$ cat src/rtl/ether_pkg.sv
// Shared definitions for the Ethernet-side byte-stream blocks:
// the frame-reader state encoding and the default payload limit.
package ether_pkg;

  typedef enum logic [1:0] {
    LEN_HI  = 2'd0,
    LEN_LO  = 2'd1,
    PAYLOAD = 2'd2,
    DISCARD = 2'd3
  } state_e;

  localparam int MAX_LEN_DEFAULT = 1472;

endpackage

$ cat src/rtl/fifo_frame_reader_if.sv
// Byte-FIFO read side plus AXI-Stream master side of the frame reader.
// master = the reader itself, slave = the environment around it.
interface fifo_frame_reader_if;

  logic [7:0] fifo_dout;
  logic       fifo_empty;
  logic       fifo_rd_en;
  logic [7:0] m_axis_tdata;
  logic       m_axis_tvalid;
  logic       m_axis_tready;
  logic       m_axis_tlast;

  modport master (
    input  fifo_dout, fifo_empty, m_axis_tready,
    output fifo_rd_en, m_axis_tdata, m_axis_tvalid, m_axis_tlast
  );

  modport slave (
    output fifo_dout, fifo_empty, m_axis_tready,
    input  fifo_rd_en, m_axis_tdata, m_axis_tvalid, m_axis_tlast
  );

endinterface

$ cat src/rtl/fifo_frame_reader.sv
// Splits a length-prefixed byte stream from an FWFT FIFO into AXI-Stream frames;
// oversize records are drained silently and counted in err_cnt.
module fifo_frame_reader
  import ether_pkg::*;
#(
  parameter int MAX_LEN   = MAX_LEN_DEFAULT,
  parameter int LEN_WIDTH = 16
) (
  input  logic                clk,
  input  logic                rst,
  fifo_frame_reader_if.master bus,
  output logic                busy,
  output logic [7:0]          err_cnt
);

  state_e               state_q, state_d;
  logic [7:0]           len_hi_q, len_hi_d;
  logic [LEN_WIDTH-1:0] rem_q, rem_d;
  logic [LEN_WIDTH-1:0] len_l;
  logic [7:0]           tdata_q, tdata_d;
  logic                 tvalid_q, tvalid_d;
  logic                 tlast_q, tlast_d;
  logic [7:0]           err_q, err_d;
  logic                 pop;
  logic                 rem_one;

  function automatic logic [7:0] sat_inc8(input logic [7:0] v);
    return (v == 8'hFF) ? v : v + 8'd1;
  endfunction

  assign len_l   = LEN_WIDTH'({len_hi_q, bus.fifo_dout});
  assign rem_one = (rem_q == LEN_WIDTH'(1));

  always_comb begin
    state_d  = state_q;
    len_hi_d = len_hi_q;
    rem_d    = rem_q;
    tdata_d  = tdata_q;
    tvalid_d = tvalid_q;
    tlast_d  = tlast_q;
    err_d    = err_q;
    pop      = 1'b0;

    // A completed handshake empties the output register unless refilled below.
    if (tvalid_q && bus.m_axis_tready) begin
      tvalid_d = 1'b0;
      tlast_d  = 1'b0;
    end

    case (state_q)
      LEN_HI: begin
        pop = ~bus.fifo_empty;
        if (pop) begin
          len_hi_d = bus.fifo_dout;
          state_d  = LEN_LO;
        end
      end
      LEN_LO: begin
        pop = ~bus.fifo_empty;
        if (pop) begin
          rem_d = len_l;
          if (len_l == '0) begin
            state_d = LEN_HI;
          end else if (len_l > LEN_WIDTH'(MAX_LEN)) begin
            state_d = DISCARD;
            err_d   = sat_inc8(err_q);
          end else begin
            state_d = PAYLOAD;
          end
        end
      end
      PAYLOAD: begin
        pop = ~bus.fifo_empty & (~tvalid_q | bus.m_axis_tready);
        if (pop) begin
          tdata_d  = bus.fifo_dout;
          tvalid_d = 1'b1;
          tlast_d  = rem_one;
          rem_d    = rem_q - LEN_WIDTH'(1);
          if (rem_one) state_d = LEN_HI;
        end
      end
      DISCARD: begin
        pop = ~bus.fifo_empty;
        if (pop) begin
          rem_d = rem_q - LEN_WIDTH'(1);
          if (rem_one) state_d = LEN_HI;
        end
      end
      default: state_d = LEN_HI;
    endcase
  end

  always_ff @(posedge clk) begin
    if (rst) begin
      state_q  <= LEN_HI;
      len_hi_q <= '0;
      rem_q    <= '0;
      tdata_q  <= '0;
      tvalid_q <= 1'b0;
      tlast_q  <= 1'b0;
      err_q    <= '0;
    end else begin
      state_q  <= state_d;
      len_hi_q <= len_hi_d;
      rem_q    <= rem_d;
      tdata_q  <= tdata_d;
      tvalid_q <= tvalid_d;
      tlast_q  <= tlast_d;
      err_q    <= err_d;
    end
  end

  assign bus.fifo_rd_en    = pop & ~rst;
  assign bus.m_axis_tdata  = tdata_q;
  assign bus.m_axis_tvalid = tvalid_q;
  assign bus.m_axis_tlast  = tlast_q;
  assign busy              = (state_q != LEN_HI);
  assign err_cnt           = err_q;

endmodule

$ cat src/flat_wrapper.sv
// flat-port wrapper written by rule: the top's interface ports become plain ports
module fifo_frame_reader_flat import ether_pkg::*;
#(
  parameter int MAX_LEN   = MAX_LEN_DEFAULT,
  parameter int LEN_WIDTH = 16
)
  (clk, rst, busy, err_cnt, bus_fifo_dout, bus_fifo_empty, bus_m_axis_tready, bus_fifo_rd_en, bus_m_axis_tdata, bus_m_axis_tvalid, bus_m_axis_tlast);
  fifo_frame_reader_if bus_i ();
  input  logic clk;
  input  logic rst;
  output logic busy;
  output logic [7:0] err_cnt;
  input wire logic [$bits(bus_i.fifo_dout)-1:0] bus_fifo_dout;
  input wire logic [$bits(bus_i.fifo_empty)-1:0] bus_fifo_empty;
  input wire logic [$bits(bus_i.m_axis_tready)-1:0] bus_m_axis_tready;
  output wire logic [$bits(bus_i.fifo_rd_en)-1:0] bus_fifo_rd_en;
  output wire logic [$bits(bus_i.m_axis_tdata)-1:0] bus_m_axis_tdata;
  output wire logic [$bits(bus_i.m_axis_tvalid)-1:0] bus_m_axis_tvalid;
  output wire logic [$bits(bus_i.m_axis_tlast)-1:0] bus_m_axis_tlast;
  assign bus_i.fifo_dout = bus_fifo_dout;
  assign bus_i.fifo_empty = bus_fifo_empty;
  assign bus_i.m_axis_tready = bus_m_axis_tready;
  assign bus_fifo_rd_en = bus_i.fifo_rd_en;
  assign bus_m_axis_tdata = bus_i.m_axis_tdata;
  assign bus_m_axis_tvalid = bus_i.m_axis_tvalid;
  assign bus_m_axis_tlast = bus_i.m_axis_tlast;
  fifo_frame_reader #(.MAX_LEN(MAX_LEN), .LEN_WIDTH(LEN_WIDTH)) u_core (.clk(clk), .rst(rst), .bus(bus_i), .busy(busy), .err_cnt(err_cnt));
endmodule
$ cat config.mk
export PLATFORM = sky130hd
export DESIGN_NAME = fifo_frame_reader_flat
export DESIGN_NICKNAME = d
export VERILOG_FILES = /design/src/rtl/ether_pkg.sv /design/src/rtl/fifo_frame_reader_if.sv /design/src/rtl/fifo_frame_reader.sv /design/src/flat_wrapper.sv
export SDC_FILE = /design/constraint.sdc
export NUM_CORES = 1
export LEC_CHECK = 0
export BUFFER_PORTS_ARGS = -buffer_cell sky130_fd_sc_hd__buf_2
export CORE_ASPECT_RATIO = 1.1
export CORE_MARGIN = 2
export CORE_UTILIZATION = 53
export CTS_CLUSTER_DIAMETER = 80
export DETAILED_ROUTE_END_ITERATION = 10
export PLACE_DENSITY = 0.75
export SLEW_MARGIN = 5
export SYNTH_ARGS = -nofsm -noshare
export SYNTH_HDL_FRONTEND = slang
export SYNTH_SLANG_ARGS = --single-unit
$ cat constraint.sdc
create_clock -name clk -period 2 [get_ports clk]
set_input_delay 0.2 -clock clk [delete_from_list [all_inputs] [get_ports clk]]
set_output_delay 0.2 -clock clk [all_outputs]
set_load 0.005 [all_outputs]
==> impl_metrics.env <==
export IMPL_status="finished, final reports clean"
export IMPL_rsz0062_at_grt="no"
export IMPL_max_stage_delay_ns=0.52
export IMPL_drive_above_1_share_pct=19.9
export IMPL_first_global_vias=2072
export IMPL_ios=32
export IMPL_clkSinkCount=44
export IMPL_r2r_end="u_core.err_cnt[1]"
export IMPL_drtIter0Drc=165
export IMPL_maxSlewViolCount=0
export IMPL_routed_wl_um=5900
export IMPL_synthesis_area_sq_um=2270
export IMPL_n_antenna_cell=0
export IMPL_nFillCells=349
export IMPL_netlist_instances=270
export IMPL_seq_area_frac_synth_pct=38.9
export IMPL_vias=2205
export IMPL_setup_tns_ns=0
export IMPL_r2r_slack_ns=0.14
export IMPL_die_area_sq_um=4820
export IMPL_crit_type="reg -> reg"
export IMPL_p_leak_nw=1.12
export IMPL_cts_root_buf="clkbuf_8"
export IMPL_ys_types=52
export IMPL_r2r_start="u_core.len_hi_q[7]"
export IMPL_synth_seq_cells=44
export IMPL_grt_pass1_wl_um=9540
export IMPL_fp_dieW_um=66.4
export IMPL_rr_worst_depth=6
export IMPL_period_minus_slack_ns=1.86
export IMPL_via_per_inst=6.14
export IMPL_port_buffers=31
export IMPL_seq_area_sq_um=881
export IMPL_design_area_sq_um=2630
export IMPL_cts_max_level=2
export IMPL_antenna_found_initial=0
export IMPL_cp_end_kind="register"
export IMPL_min_path_cells=3
export IMPL_synth_avg_cell_area_sq_um=8.40
export IMPL_yosysWarnings=0
export IMPL_dr_pass1_iters=4
export IMPL_ys_flop_type="dfxtp_1"
export IMPL_power_density_nw_per_um2=815
export IMPL_grt_max_degree=29
export IMPL_setup_violations=0
export IMPL_gp_congestion=0.888
export IMPL_die_y_um=72.6
export IMPL_grt_usage_pct=25.7
export IMPL_cp_arrival_ns=2.06
export IMPL_synth_async_sr_flop_share_pct=0
export IMPL_crit_family="simple AND/OR/NAND/NOR gates"
export IMPL_fmax_mhz=537
export IMPL_hpwl_um=4160
export IMPL_cts_buffers=5
export IMPL_hold_viol=0
export IMPL_syn_nets=285
export IMPL_hold_start="bus_fifo_dout[4]"
export IMPL_maxSlewHeadroom_pct=64.9
export IMPL_cp_max_fo=8
export IMPL_clk_pin_slew_worst_paths_ns=0.09
export IMPL_cts_tree="done"
export IMPL_min_path_type="in -> reg"
export IMPL_postCtsHoldBufs=0
export IMPL_initial_core_util_pct=56.3
export IMPL_maxCapViolCount=0
export IMPL_synth_edf_count=0
export IMPL_worst_slew_pin_slew_ns=0.522
export IMPL_antenna_left=0
export IMPL_nets=321
export IMPL_drcViolationCount=0
export IMPL_area_growth_pct=15.8
export IMPL_ir_drop_mv=0.452
export IMPL_clock_path_buffers=2
export IMPL_cp_cell_sequence="or4_4, a211o_1, o21ai_2, buf_4, mux2i_1, nor2_1"
export IMPL_cp_required_ns=2.19
export IMPL_grt_ovfl_total=0
export IMPL_worst_path_buf_inv=1
export IMPL_design_core_area_sq_um=4020
export IMPL_multi_input_area_sq_um=1290
export IMPL_min_period_over_period_pct=93.2
export IMPL_avgRoutedWirePerCell_um=16.4
export IMPL_insertion_delay_ns=0.31
export IMPL_placed_area_sq_um=2500
export IMPL_crit_slowest_cell="or4_4"
export IMPL_critPathLaunchType="register"
export IMPL_min_to="u_core.bus.m_axis_tdata[4]"
export IMPL_num_rows=24
export IMPL_skew_ns=0.00914
-- cell families after synthesis --
kind of cell             share of synthesized area (%)
AND/OR/NAND/NOR                                   25.3
flip-flops                                        38.9
AO/OA/AOI/OAI                                     20.1
buffers and inverters                             4.41
XOR/XNOR                                         0.386
adder cells (fa/ha/maj)                           1.66
multiplexers                                      9.27
-- metrics by stage --
| stage | setup slack (ns) | std cells | hold slack, ns | util, % | power [mW] |
|---|---|---|---|---|---|
| after floorplan | 0.217 | 270 | 0.344 | - | 1.31 |
| after CTS | 0.124 | 359 | 0.175 | 65.1 | 2.14 |
| after detailed placement | 0.160 | 351 | 0.483 | 62.2 | 1.44 |
| after global placement | 0.226 | 351 | 0.471 | 62.2 | 1.43 |
| after global routing | 0.0282 | 359 | 0.196 | 65.2 | 2.23 |
| final | 0.136 | 359 | 0.172 | 65.2 | 2.14 |
-- per-layer routing --
metal	global-route usage [%]	up-vias	wire [um]
met5	0	-	0
met4	11.6	0	192
met3	5.56	19	339
met2	42.7	86	2830
met1	31.8	1023	2530
li1	-	1077	-
-- power by group --
group / leakage [nW] / internal, mW / total (mW) / switching [mW]
clock: 0.0583 / 0.376 / 0.706 / 0.330
sequential: 0.358 / 0.920 / 0.970 / 0.0496
combinational: 0.703 / 0.193 / 0.464 / 0.271
total: 1.12 / 1.49 / 2.14 / 0.650
-- sequential cells by signal, indices dropped and copies added (netlist names) --
signal / count
u_core.bus.m_axis_tvalid: 1
u_core.err_cnt: 8
u_core.rem_q: 16
u_core.bus.m_axis_tdata: 8
u_core.bus.m_axis_tlast: 1
u_core.state_q: 2
u_core.len_hi_q: 8
-- repair_timing --
| action | CTS | global route |
|---|---|---|
| setup endpoints to repair | 0 | 1 |
| gates resized for setup | 0 | 1 |
| buffers inserted | 0 | 0 |
-- worst register-to-register path: cells and delay by family (launching register included) --
kind,cells,cell delay [ns]
AO/OA/AOI/OAI,2,0.48
buffers and inverters,1,0.17
flip-flops,1,0.34
multiplexers,1,0.19
AND/OR/NAND/NOR,2,0.58
-- worst max-delay path by stage --
stage	slack [ns]	endpoint	cells past startpoint	from
after floorplan	0.22	u_core.err_cnt[1]	6	u_core.len_hi_q[5]
after global placement	0.23	u_core.err_cnt[1]	6	u_core.len_hi_q[5]
after detailed placement	0.16	u_core.err_cnt[6]	7	bus_fifo_empty
after CTS	0.12	bus_fifo_rd_en	5	u_core.state_q[1]
after global routing	0.03	u_core.err_cnt[6]	6	u_core.state_q[0]
final	0.14	u_core.err_cnt[1]	6	u_core.len_hi_q[7]
-- layout make-up --
type	count	area share (%)
Multi-Input combinational cell	205	49.2
Sequential cell	44	33.6
Timing Repair Buffer	43	9.34
Clock buffer	5	2.62
Tap cell	52	2.48
Clock inverter	3	1.81
Inverter	7	1.00
-- cells in the final DEF, fill, tap and decap left out, types with 8 or more instances in the layout --
master	Yosys	layout
nor3_1	10	10
nand3_1	10	10
mux2i_1	21	21
buf_2	2	31
nor2_1	38	38
o21ai_0	17	17
nor4_1	8	8
buf_4	1	12
nand2_1	14	14
a21oi_1	16	16
dfxtp_1	44	44
-- cell usage after synthesis (2+ instances only) --
cell type,n,area (sq um)
dfxtp_1,44,881
nor2_1,38,143
mux2i_1,21,210
o21ai_0,17,85.1
a21oi_1,16,80.1
nand2_1,14,52.6
nand3_1,10,50.1
nor3_1,10,50.1
clkbuf_1,9,33.8
nor4_1,8,50.1
a31oi_1,6,37.5
inv_1,6,22.5
nand4_1,5,31.3
or3_1,5,31.3
a211oi_1,4,30.0
or4_1,4,30.0
a222oi_1,3,30.0
a22oi_1,3,22.5
ha_1,3,37.5
nand2b_1,3,18.8
o21a_1,3,22.5
o31ai_1,3,22.5
and2_1,2,12.5
and4_1,2,17.5
buf_2,2,10.0
buf_6,2,22.5
o22ai_1,2,12.5
No activity file was read; power rests on OpenSTA's default activity.
